File: config.mk
export PLATFORM = sky130hd
export DESIGN_NAME = wall_scroller
export DESIGN_NICKNAME = d
export VERILOG_FILES = /design/src/rtl/wall_pkg.sv /design/src/rtl/wall_free_slot_finder.sv /design/src/rtl/wall_scroller.sv
export SDC_FILE = /design/constraint.sdc
export NUM_CORES = 1
export LEC_CHECK = 0
export ABC_AREA = 0
export CORE_ASPECT_RATIO = 0.9
export CORE_MARGIN = 3
export CORE_UTILIZATION = 50
export DETAILED_ROUTE_END_ITERATION = 10
export GPL_TIMING_DRIVEN = 0
export PLACE_DENSITY_LB_ADDON = 0.2
export SLEW_MARGIN = 10
export SYNTH_ARGS = -nofsm -noshare
export SYNTH_HDL_FRONTEND = slang
export SYNTH_HIERARCHICAL = 1
export SYNTH_SLANG_ARGS = --single-unit
File: constraint.sdc
create_clock -name clk -period 5.05 [get_ports clk]
set_input_delay 1.2625 -clock clk [delete_from_list [all_inputs] [get_ports clk]]
set_output_delay 1.2625 -clock clk [all_outputs]
set_load 0.005 [all_outputs]
File: src/rtl/wall_pkg.sv
// Shared types for the wall scroller: FSM states, the per-slot wall record and
// default geometry. Imported by wall_scroller.
package wall_pkg;

  localparam int WALL_X_W     = 8;
  localparam int WALL_H_W     = 8;
  localparam int DEF_SCREEN_W = 160;
  localparam int DEF_BIRD_X   = 40;

  typedef enum logic [1:0] {
    ST_IDLE      = 2'd0,
    ST_WAIT_TICK = 2'd1,
    ST_UPDATE    = 2'd2,
    ST_SPAWN     = 2'd3
  } wall_state_e;

  typedef struct packed {
    logic                valid;
    logic [WALL_X_W-1:0] x;
    logic [WALL_H_W-1:0] h;
  } wall_t;

  // Unsigned ceiling on the incoming generator word.
  function automatic logic [WALL_H_W-1:0] clamp_height(
    input logic [WALL_H_W-1:0] h,
    input logic [WALL_H_W-1:0] lim
  );
    logic [WALL_H_W-1:0] r;
    if (h > lim) begin
      r = lim;
    end else begin
      r = h;
    end
    return r;
  endfunction

endpackage

File: src/rtl/wall_free_slot_finder.sv
// Combinational priority encoder: lowest-index slot whose valid bit is clear,
// plus a flag saying whether any slot is free at all.
module wall_free_slot_finder #(
  parameter  int NUM_WALLS = 4,
  localparam int IDX_W     = $clog2(NUM_WALLS)
) (
  input  logic [NUM_WALLS-1:0] valid_vec,
  output logic [IDX_W-1:0]     free_idx,
  output logic                 any_free
);

  // Scan from the top down so the lowest free index is the last one written.
  always_comb begin
    free_idx = '0;
    any_free = 1'b0;
    for (int i = NUM_WALLS - 1; i >= 0; i--) begin
      if (!valid_vec[i]) begin
        free_idx = IDX_W'(i);
        any_free = 1'b1;
      end else begin
        free_idx = free_idx;
      end
    end
  end

endmodule

File: src/rtl/wall_scroller.sv
// Wall pool: scrolls, retires and spawns walls once per frame tick.
// Optional build macro WALL_SCORE_COUNT_EN adds a saturating 8-bit score output.
module wall_scroller
  import wall_pkg::*;
#(
  parameter  int NUM_WALLS = 4,
  parameter  int X_W       = WALL_X_W,
  parameter  int H_W       = WALL_H_W,
  parameter  int SCREEN_W  = DEF_SCREEN_W,
  parameter  int SPEED     = 2,
  parameter  int SPAWN_GAP = 40,
  parameter  int BIRD_X    = DEF_BIRD_X,
  parameter  int MAX_GAP_Y = 93,
  localparam int IDX_W     = $clog2(NUM_WALLS)
) (
  input  logic             clk,
  input  logic             resetn,
  input  logic             enable,
  input  logic             restart,
  input  logic             frame_tick,
  input  logic [H_W-1:0]   height_in,
  input  logic [IDX_W-1:0] rd_idx,
  output logic             rd_valid,
  output logic [X_W-1:0]   rd_x,
  output logic [H_W-1:0]   rd_h,
  output logic             busy,
  output logic             score_pulse,
  output logic             overrun
`ifdef WALL_SCORE_COUNT_EN
  ,
  output logic [7:0]       score
`endif
);

  localparam logic [WALL_X_W-1:0] SPEED_X  = WALL_X_W'(SPEED);
  localparam logic [WALL_X_W-1:0] BIRD_XV  = WALL_X_W'(BIRD_X);
  localparam logic [WALL_X_W-1:0] SPAWN_X  = WALL_X_W'(SCREEN_W - 1);
  localparam logic [WALL_H_W-1:0] MAX_H    = WALL_H_W'(MAX_GAP_Y);
  localparam logic [X_W-1:0]      GAP_CNT  = X_W'(SPAWN_GAP);
  localparam logic [X_W:0]        GAP_WIDE = (X_W+1)'(SPAWN_GAP);
  localparam logic [X_W:0]        SPD_WIDE = (X_W+1)'(SPEED);
  localparam logic [IDX_W-1:0]    LAST_IDX = IDX_W'(NUM_WALLS - 1);
  localparam logic [IDX_W-1:0]    IDX_ONE  = IDX_W'(1);

  wall_state_e          state_q, state_d;
  logic [IDX_W-1:0]     idx_q, idx_d;
  wall_t                slots_q [NUM_WALLS];
  wall_t                slots_d [NUM_WALLS];
  logic [X_W-1:0]       spawn_cnt_q, spawn_cnt_d;
  logic                 busy_q, busy_d;
  logic                 score_pulse_q, score_pulse_d;
  logic                 overrun_q, overrun_d;

  logic [NUM_WALLS-1:0] valid_vec_s;
  logic [IDX_W-1:0]     free_idx_s;
  logic                 any_free_s;
  wall_t                cur_s;
  logic [WALL_X_W-1:0]  new_x_s;
  logic [X_W:0]         cnt_sum_s;
  logic [X_W-1:0]       cnt_sat_s;

  // Gather slot valid bits for the free-slot search.
  always_comb begin
    valid_vec_s = '0;
    for (int i = 0; i < NUM_WALLS; i++) begin
      valid_vec_s[i] = slots_q[i].valid;
    end
  end

  wall_free_slot_finder #(
    .NUM_WALLS (NUM_WALLS)
  ) u_free_slot (
    .valid_vec (valid_vec_s),
    .free_idx  (free_idx_s),
    .any_free  (any_free_s)
  );

  // Next-state, slot update and spawn decision; restart overrides everything.
  always_comb begin
    state_d       = state_q;
    idx_d         = idx_q;
    slots_d       = slots_q;
    spawn_cnt_d   = spawn_cnt_q;
    score_pulse_d = 1'b0;
    overrun_d     = overrun_q;
    cur_s         = slots_q[idx_q];
    new_x_s       = cur_s.x - SPEED_X;
    cnt_sum_s     = {1'b0, spawn_cnt_q} + SPD_WIDE;
    if (cnt_sum_s >= GAP_WIDE) begin
      cnt_sat_s = GAP_CNT;
    end else begin
      cnt_sat_s = cnt_sum_s[X_W-1:0];
    end

    if (restart) begin
      for (int i = 0; i < NUM_WALLS; i++) begin
        slots_d[i].valid = 1'b0;
      end
      spawn_cnt_d = GAP_CNT;
      idx_d       = '0;
      overrun_d   = 1'b0;
      if (enable) begin
        state_d = ST_WAIT_TICK;
      end else begin
        state_d = ST_IDLE;
      end
    end else begin
      // A tick that lands mid-pass is lost; remember that it happened.
      if (frame_tick && ((state_q == ST_UPDATE) || (state_q == ST_SPAWN))) begin
        overrun_d = 1'b1;
      end else begin
        overrun_d = overrun_q;
      end

      case (state_q)
        ST_IDLE: begin
          if (enable) begin
            state_d = ST_WAIT_TICK;
          end else begin
            state_d = ST_IDLE;
          end
        end
        ST_WAIT_TICK: begin
          if (!enable) begin
            state_d = ST_IDLE;
          end else if (frame_tick) begin
            state_d = ST_UPDATE;
            idx_d   = '0;
          end else begin
            state_d = ST_WAIT_TICK;
          end
        end
        ST_UPDATE: begin
          if (cur_s.valid) begin
            if (cur_s.x < SPEED_X) begin
              slots_d[idx_q].valid = 1'b0;
            end else begin
              slots_d[idx_q].x = new_x_s;
              if ((cur_s.x >= BIRD_XV) && (new_x_s < BIRD_XV)) begin
                score_pulse_d = 1'b1;
              end else begin
                score_pulse_d = 1'b0;
              end
            end
          end else begin
            slots_d[idx_q] = cur_s;
          end
          if (idx_q == LAST_IDX) begin
            state_d = ST_SPAWN;
          end else begin
            idx_d = idx_q + IDX_ONE;
          end
        end
        ST_SPAWN: begin
          // Slot valids already reflect this pass's retirements here.
          if ((cnt_sat_s == GAP_CNT) && any_free_s) begin
            slots_d[free_idx_s] = '{valid: 1'b1,
                                    x:     SPAWN_X,
                                    h:     clamp_height(WALL_H_W'(height_in), MAX_H)};
            spawn_cnt_d = '0;
          end else begin
            spawn_cnt_d = cnt_sat_s;
          end
          if (enable) begin
            state_d = ST_WAIT_TICK;
          end else begin
            state_d = ST_IDLE;
          end
        end
        default: begin
          state_d = ST_IDLE;
        end
      endcase
    end

    busy_d = (state_d == ST_UPDATE) || (state_d == ST_SPAWN);
  end

  // State and slot registers.
  always_ff @(posedge clk or negedge resetn) begin
    if (!resetn) begin
      state_q       <= ST_IDLE;
      idx_q         <= '0;
      spawn_cnt_q   <= GAP_CNT;
      busy_q        <= 1'b0;
      score_pulse_q <= 1'b0;
      overrun_q     <= 1'b0;
      for (int i = 0; i < NUM_WALLS; i++) begin
        slots_q[i] <= '0;
      end
    end else begin
      state_q       <= state_d;
      idx_q         <= idx_d;
      spawn_cnt_q   <= spawn_cnt_d;
      busy_q        <= busy_d;
      score_pulse_q <= score_pulse_d;
      overrun_q     <= overrun_d;
      slots_q       <= slots_d;
    end
  end

  assign rd_valid    = slots_q[rd_idx].valid;
  assign rd_x        = X_W'(slots_q[rd_idx].x);
  assign rd_h        = H_W'(slots_q[rd_idx].h);
  assign busy        = busy_q;
  assign score_pulse = score_pulse_q;
  assign overrun     = overrun_q;

`ifdef WALL_SCORE_COUNT_EN
  logic [7:0] score_q, score_d;

  // Score advances on the same edge the pulse is raised; saturates at 255.
  always_comb begin
    score_d = score_q;
    if (restart) begin
      score_d = 8'd0;
    end else if (score_pulse_d && (score_q != 8'hFF)) begin
      score_d = score_q + 8'd1;
    end else begin
      score_d = score_q;
    end
  end

  // Score register.
  always_ff @(posedge clk or negedge resetn) begin
    if (!resetn) begin
      score_q <= 8'd0;
    end else begin
      score_q <= score_d;
    end
  end

  assign score = score_q;
`endif

endmodule

==> results.md, run 1 <==
- PwrDens: between 200 and 300 nW/um^2
- CP delay by family, top: buffers and inverters
- Synth Area in Adders: approximately 2.5%
- Crit end category: primary output
- Synth area leaders: dfrtp_1 40%, mux4_2 14%, o2bb2ai_1 5.6%, a22oi_1 4.2%, a21oi_1 2.6%
- Seq/Total Area, Yosys: between 40% and 50%
- Hold buffer count at cts: 0
- Vias in the first global route: around 4,200
- Crit path kind: in -> out
- Largest family of logic cells by synthesized area: compound AO/OA/AOI/OAI gates
- Largest net degree at the start of global routing: 43
- # H-tree levels: 3
- Number of synthesized flops with an enable pin: 0
- Area delta synth->final: 14.3%
- Worst skew pair latency: roughly 0.37 ns
- CP Max Fanout: 10
- Switching power: between 0.4 and 0.5 mW
- Routed WL per cell: 22.5 microns
- Startpoint types: primary input
- Post-Syn Area: 5000 sq um
- Top FF cell, synth: dfrtp_1
- Die area: 11,200 sq um
- Crit path DAT: about 3.5 ns
- First-pass GRT wire length: 22,800 microns
- Hold_ws: 0.507 ns
- Clock slew at reported path FFs: 0.07 ns
- Worst Path Buf+Inv: 3
- DP Wirelength: about 9800 microns
- Final period util: ~93%
- Run status: completed
- Synth Area in Compound Gates: roughly a quarter
- Leak pwr: 2.20 nW
- Remaining DRCs: 0
- Top cell type's share of synthesized area: 40.1%
- Final Non-Filler Cells: about 620
- Synthesized Nets: ~480
- Req. time, crit path: ~3.8 ns
- Post-Syn Instances: approximately 450
- Reg power frac: around 45%
- Post-synthesis simple-gate area fraction: between 10% and 20%
- Worst reg2reg endpoint: slots_q[58]
- Post-synthesis register bit count: 82
- Final Hold Viols: 0
- Max_cap viols: 0
- Rows: 33
- Power Internal: about 1.2 mW
- Slew margin rel.: about two fifths
- Drt first pass iters: 5
- Post-Place Cells: between 600 and 700
- Yosys top cell by area: dfrtp_1
- Max stage delay on crit path: around 0.60 ns
- CTS Root Cell: clkbuf_8
- R2r worst-path depth: 8
- Reg2reg start: idx_q[1]
- Maximum clock rate: 212 MHz
- Final ANT Viol Nets: 0
- Unrepaired setup endpoints after global routing: no
- Routed WL: about 14,000 microns
- Crit path cell chain: clkbuf_1 > clkdlybuf4s15_2 > mux4_2 > clkdlybuf4s50_1
- Worst vdd ir: about 0.00021 V
- Nets@finish: just over 500
- Worst Hold End: slots_q[22]
- Post-synthesis mux area share: 16.5%
- Die height: between 100 and 150 microns
- Post-synth cell types: 60
- Initial Util: around 53%
- Post-CTS Setup Bufs: 0
- Syn Area/Cell: 11.1 sq um
- Via density: ~6.8
- Setup TNS: 0 ns
- Core area: 9410 sq um
- Grt ovf: 0
- Hold Path Depth: 1
- Port bufs: 31
- Ant. Diodes: 0
- Switching share of power: 28.1%
- Clock sinks: 82
- Slew Viols, Final: 0
- Aggregate global-route resource usage: 25.9%
- Max clock buf depth: 2
- Num CTS Buffers: 9
- Clk pwr share: about a third
- Share of layout cells above drive strength 1: between 10% and 20%
- Routability cong.: 0.914
- Measured slew at the worst slew-check pin: approximately 0.9 ns
- Worst hold start: slots_q[22]
- Slowest-stage cell, CP: clkdlybuf4s15_2
- Die W: around 110 microns
- Drt first-iter violations: between 300 and 400
- CTS tree: done
- Via Count: roughly 4,200
- Antenna violations before repair: 0
- CTS resizes: 2
- Class of the worst hold path: reg -> reg
- FFs w/ async S/R, synth: 100%
- R2R Setup Slk: approximately 1.7 ns
- Final setup violation count: 0
- Xor/xnor share of the synthesized area: 0%
- Most frequent cell after synthesis: dfrtp_1
- IO Count: 35
- Combinational Power Share: 21.1%
- Clock skew: around 0.015 ns
- Synth cell count leaders: 80 x dfrtp_1, 32 x o2bb2ai_1, 31 x mux4_2
- Yosys warns: 6
- Post-route minimum period: 4.71 ns
[worst register-to-register path, delay by kind of cell (launching register included)]
family                   cells  cell delay (ns)
AO/OA/AOI/OAI                2             1.01
adder cells (fa/ha/maj)      1             0.31
buffers and inverters        3             1.30
flip-flops                   1             0.38
AND/OR/NAND/NOR              2             0.31
[cell usage in the layout (no fill, tap or decap), types with 3 or more instances in the layout]
| master | instances |
|---|---|
| dfrtp_1 | 80 |
| a22oi_1 | 28 |
| a211oi_1 | 6 |
| nand2b_1 | 9 |
| mux4_2 | 31 |
| and2_1 | 7 |
| mux2i_1 | 5 |
| nand3_1 | 9 |
| o21a_1 | 10 |
| o2bb2ai_1 | 32 |
| ha_1 | 10 |
| o21ai_0 | 20 |
| o22a_1 | 14 |
| clkdlybuf4s50_1 | 30 |
| nor3b_1 | 3 |
| o21ai_1 | 4 |
| buf_1 | 4 |
| nor4b_1 | 3 |
| nand2_1 | 19 |
| nor2b_1 | 10 |
| mux4_1 | 3 |
| clkbuf_1 | 20 |
| a21oi_1 | 26 |
| nor2_1 | 24 |
| nand3b_1 | 3 |
| and3_1 | 4 |
| a22o_1 | 4 |
| nor3_1 | 8 |
| clkbuf_8 | 11 |
| inv_1 | 16 |
[layer usage]
metal	track usage, %	share of wire, %
met1	37.7	45
met4	7.86	1.3
met3	5.94	8.2
met5	0	0
met2	39.2	46
[logic make-up after synthesis]
| logic type | Yosys count |
|---|---|
| fa+ha+maj | 10 |
| flops | 82 |
| mux | 39 |
| compound gates | 165 |
| simple gates | 113 |
| buf+inv | 42 |
[power by group through the flow]
stage / clock network, mW / logic, mW / registers [mW]
2_1_floorplan: 0 / 0.234 / 0.724
5_1_grt: 0.583 / 0.373 / 0.727
6_report: 0.546 / 0.340 / 0.723
3_5_place_dp: 0 / 0.337 / 0.733
3_3_place_gp: 0 / 0.322 / 0.732
4_1_cts: 0.555 / 0.338 / 0.722
[per-stage QoR]
stage	power (mW)	area (sq um)	util, %	setup slack, ns
2_1_floorplan	0.958	5000	-	0.979
5_1_grt	1.68	5720	60.7	0.130
4_1_cts	1.62	5720	60.7	0.252
3_3_place_gp	1.05	5460	58.0	-0.221
3_5_place_dp	1.07	5480	58.2	-0.0246
6_report	1.61	5720	60.7	0.337
[worst max path at each step]
stage	depth (start not counted)	endpoint	slack [ns]	from
after floorplan	3	rd_h[6]	0.98	rd_idx[0]
after detailed placement	4	rd_h[6]	-0.02	rd_idx[0]
after global routing	4	rd_h[7]	0.13	rd_idx[0]
after CTS	4	rd_h[6]	0.25	rd_idx[0]
final	4	rd_h[6]	0.34	rd_idx[0]
after global placement	1	slots_q[38]	-0.22	resetn
[flip-flops by register name, indices dropped and copies added (netlist names)]
name         cells
slots_q         68
overrun          1
spawn_cnt_q      7
idx_q            2
busy             1
state_q          2
score_pulse      1
[area by class of cell]
class | instances | area, sq um
buffer | 26 | 114
inverter | 16 | 60.1
clock buffer | 12 | 155
tap | 122 | 153
multi-input combinational | 327 | 2780
clock inverter | 4 | 73.8
fill | 774 | 3700
timing repair buffer | 32 | 328
sequential | 82 | 2050
(Power assumes the default switching activity.)
==> run 2, diff against run 1 <==
GPL_ROUTABILITY_DRIVEN = 0   (was unset)
==> results of run 2 <==
Final layout, timing and power as in run 1 (identical DEF).
==> run 3, diff against run 2 <==
SLEW_MARGIN = unset   (was 10)
TNS_END_PERCENT = 20   (was unset)
==> results of run 3 <==
Final layout, timing and power as in run 1 (identical DEF).
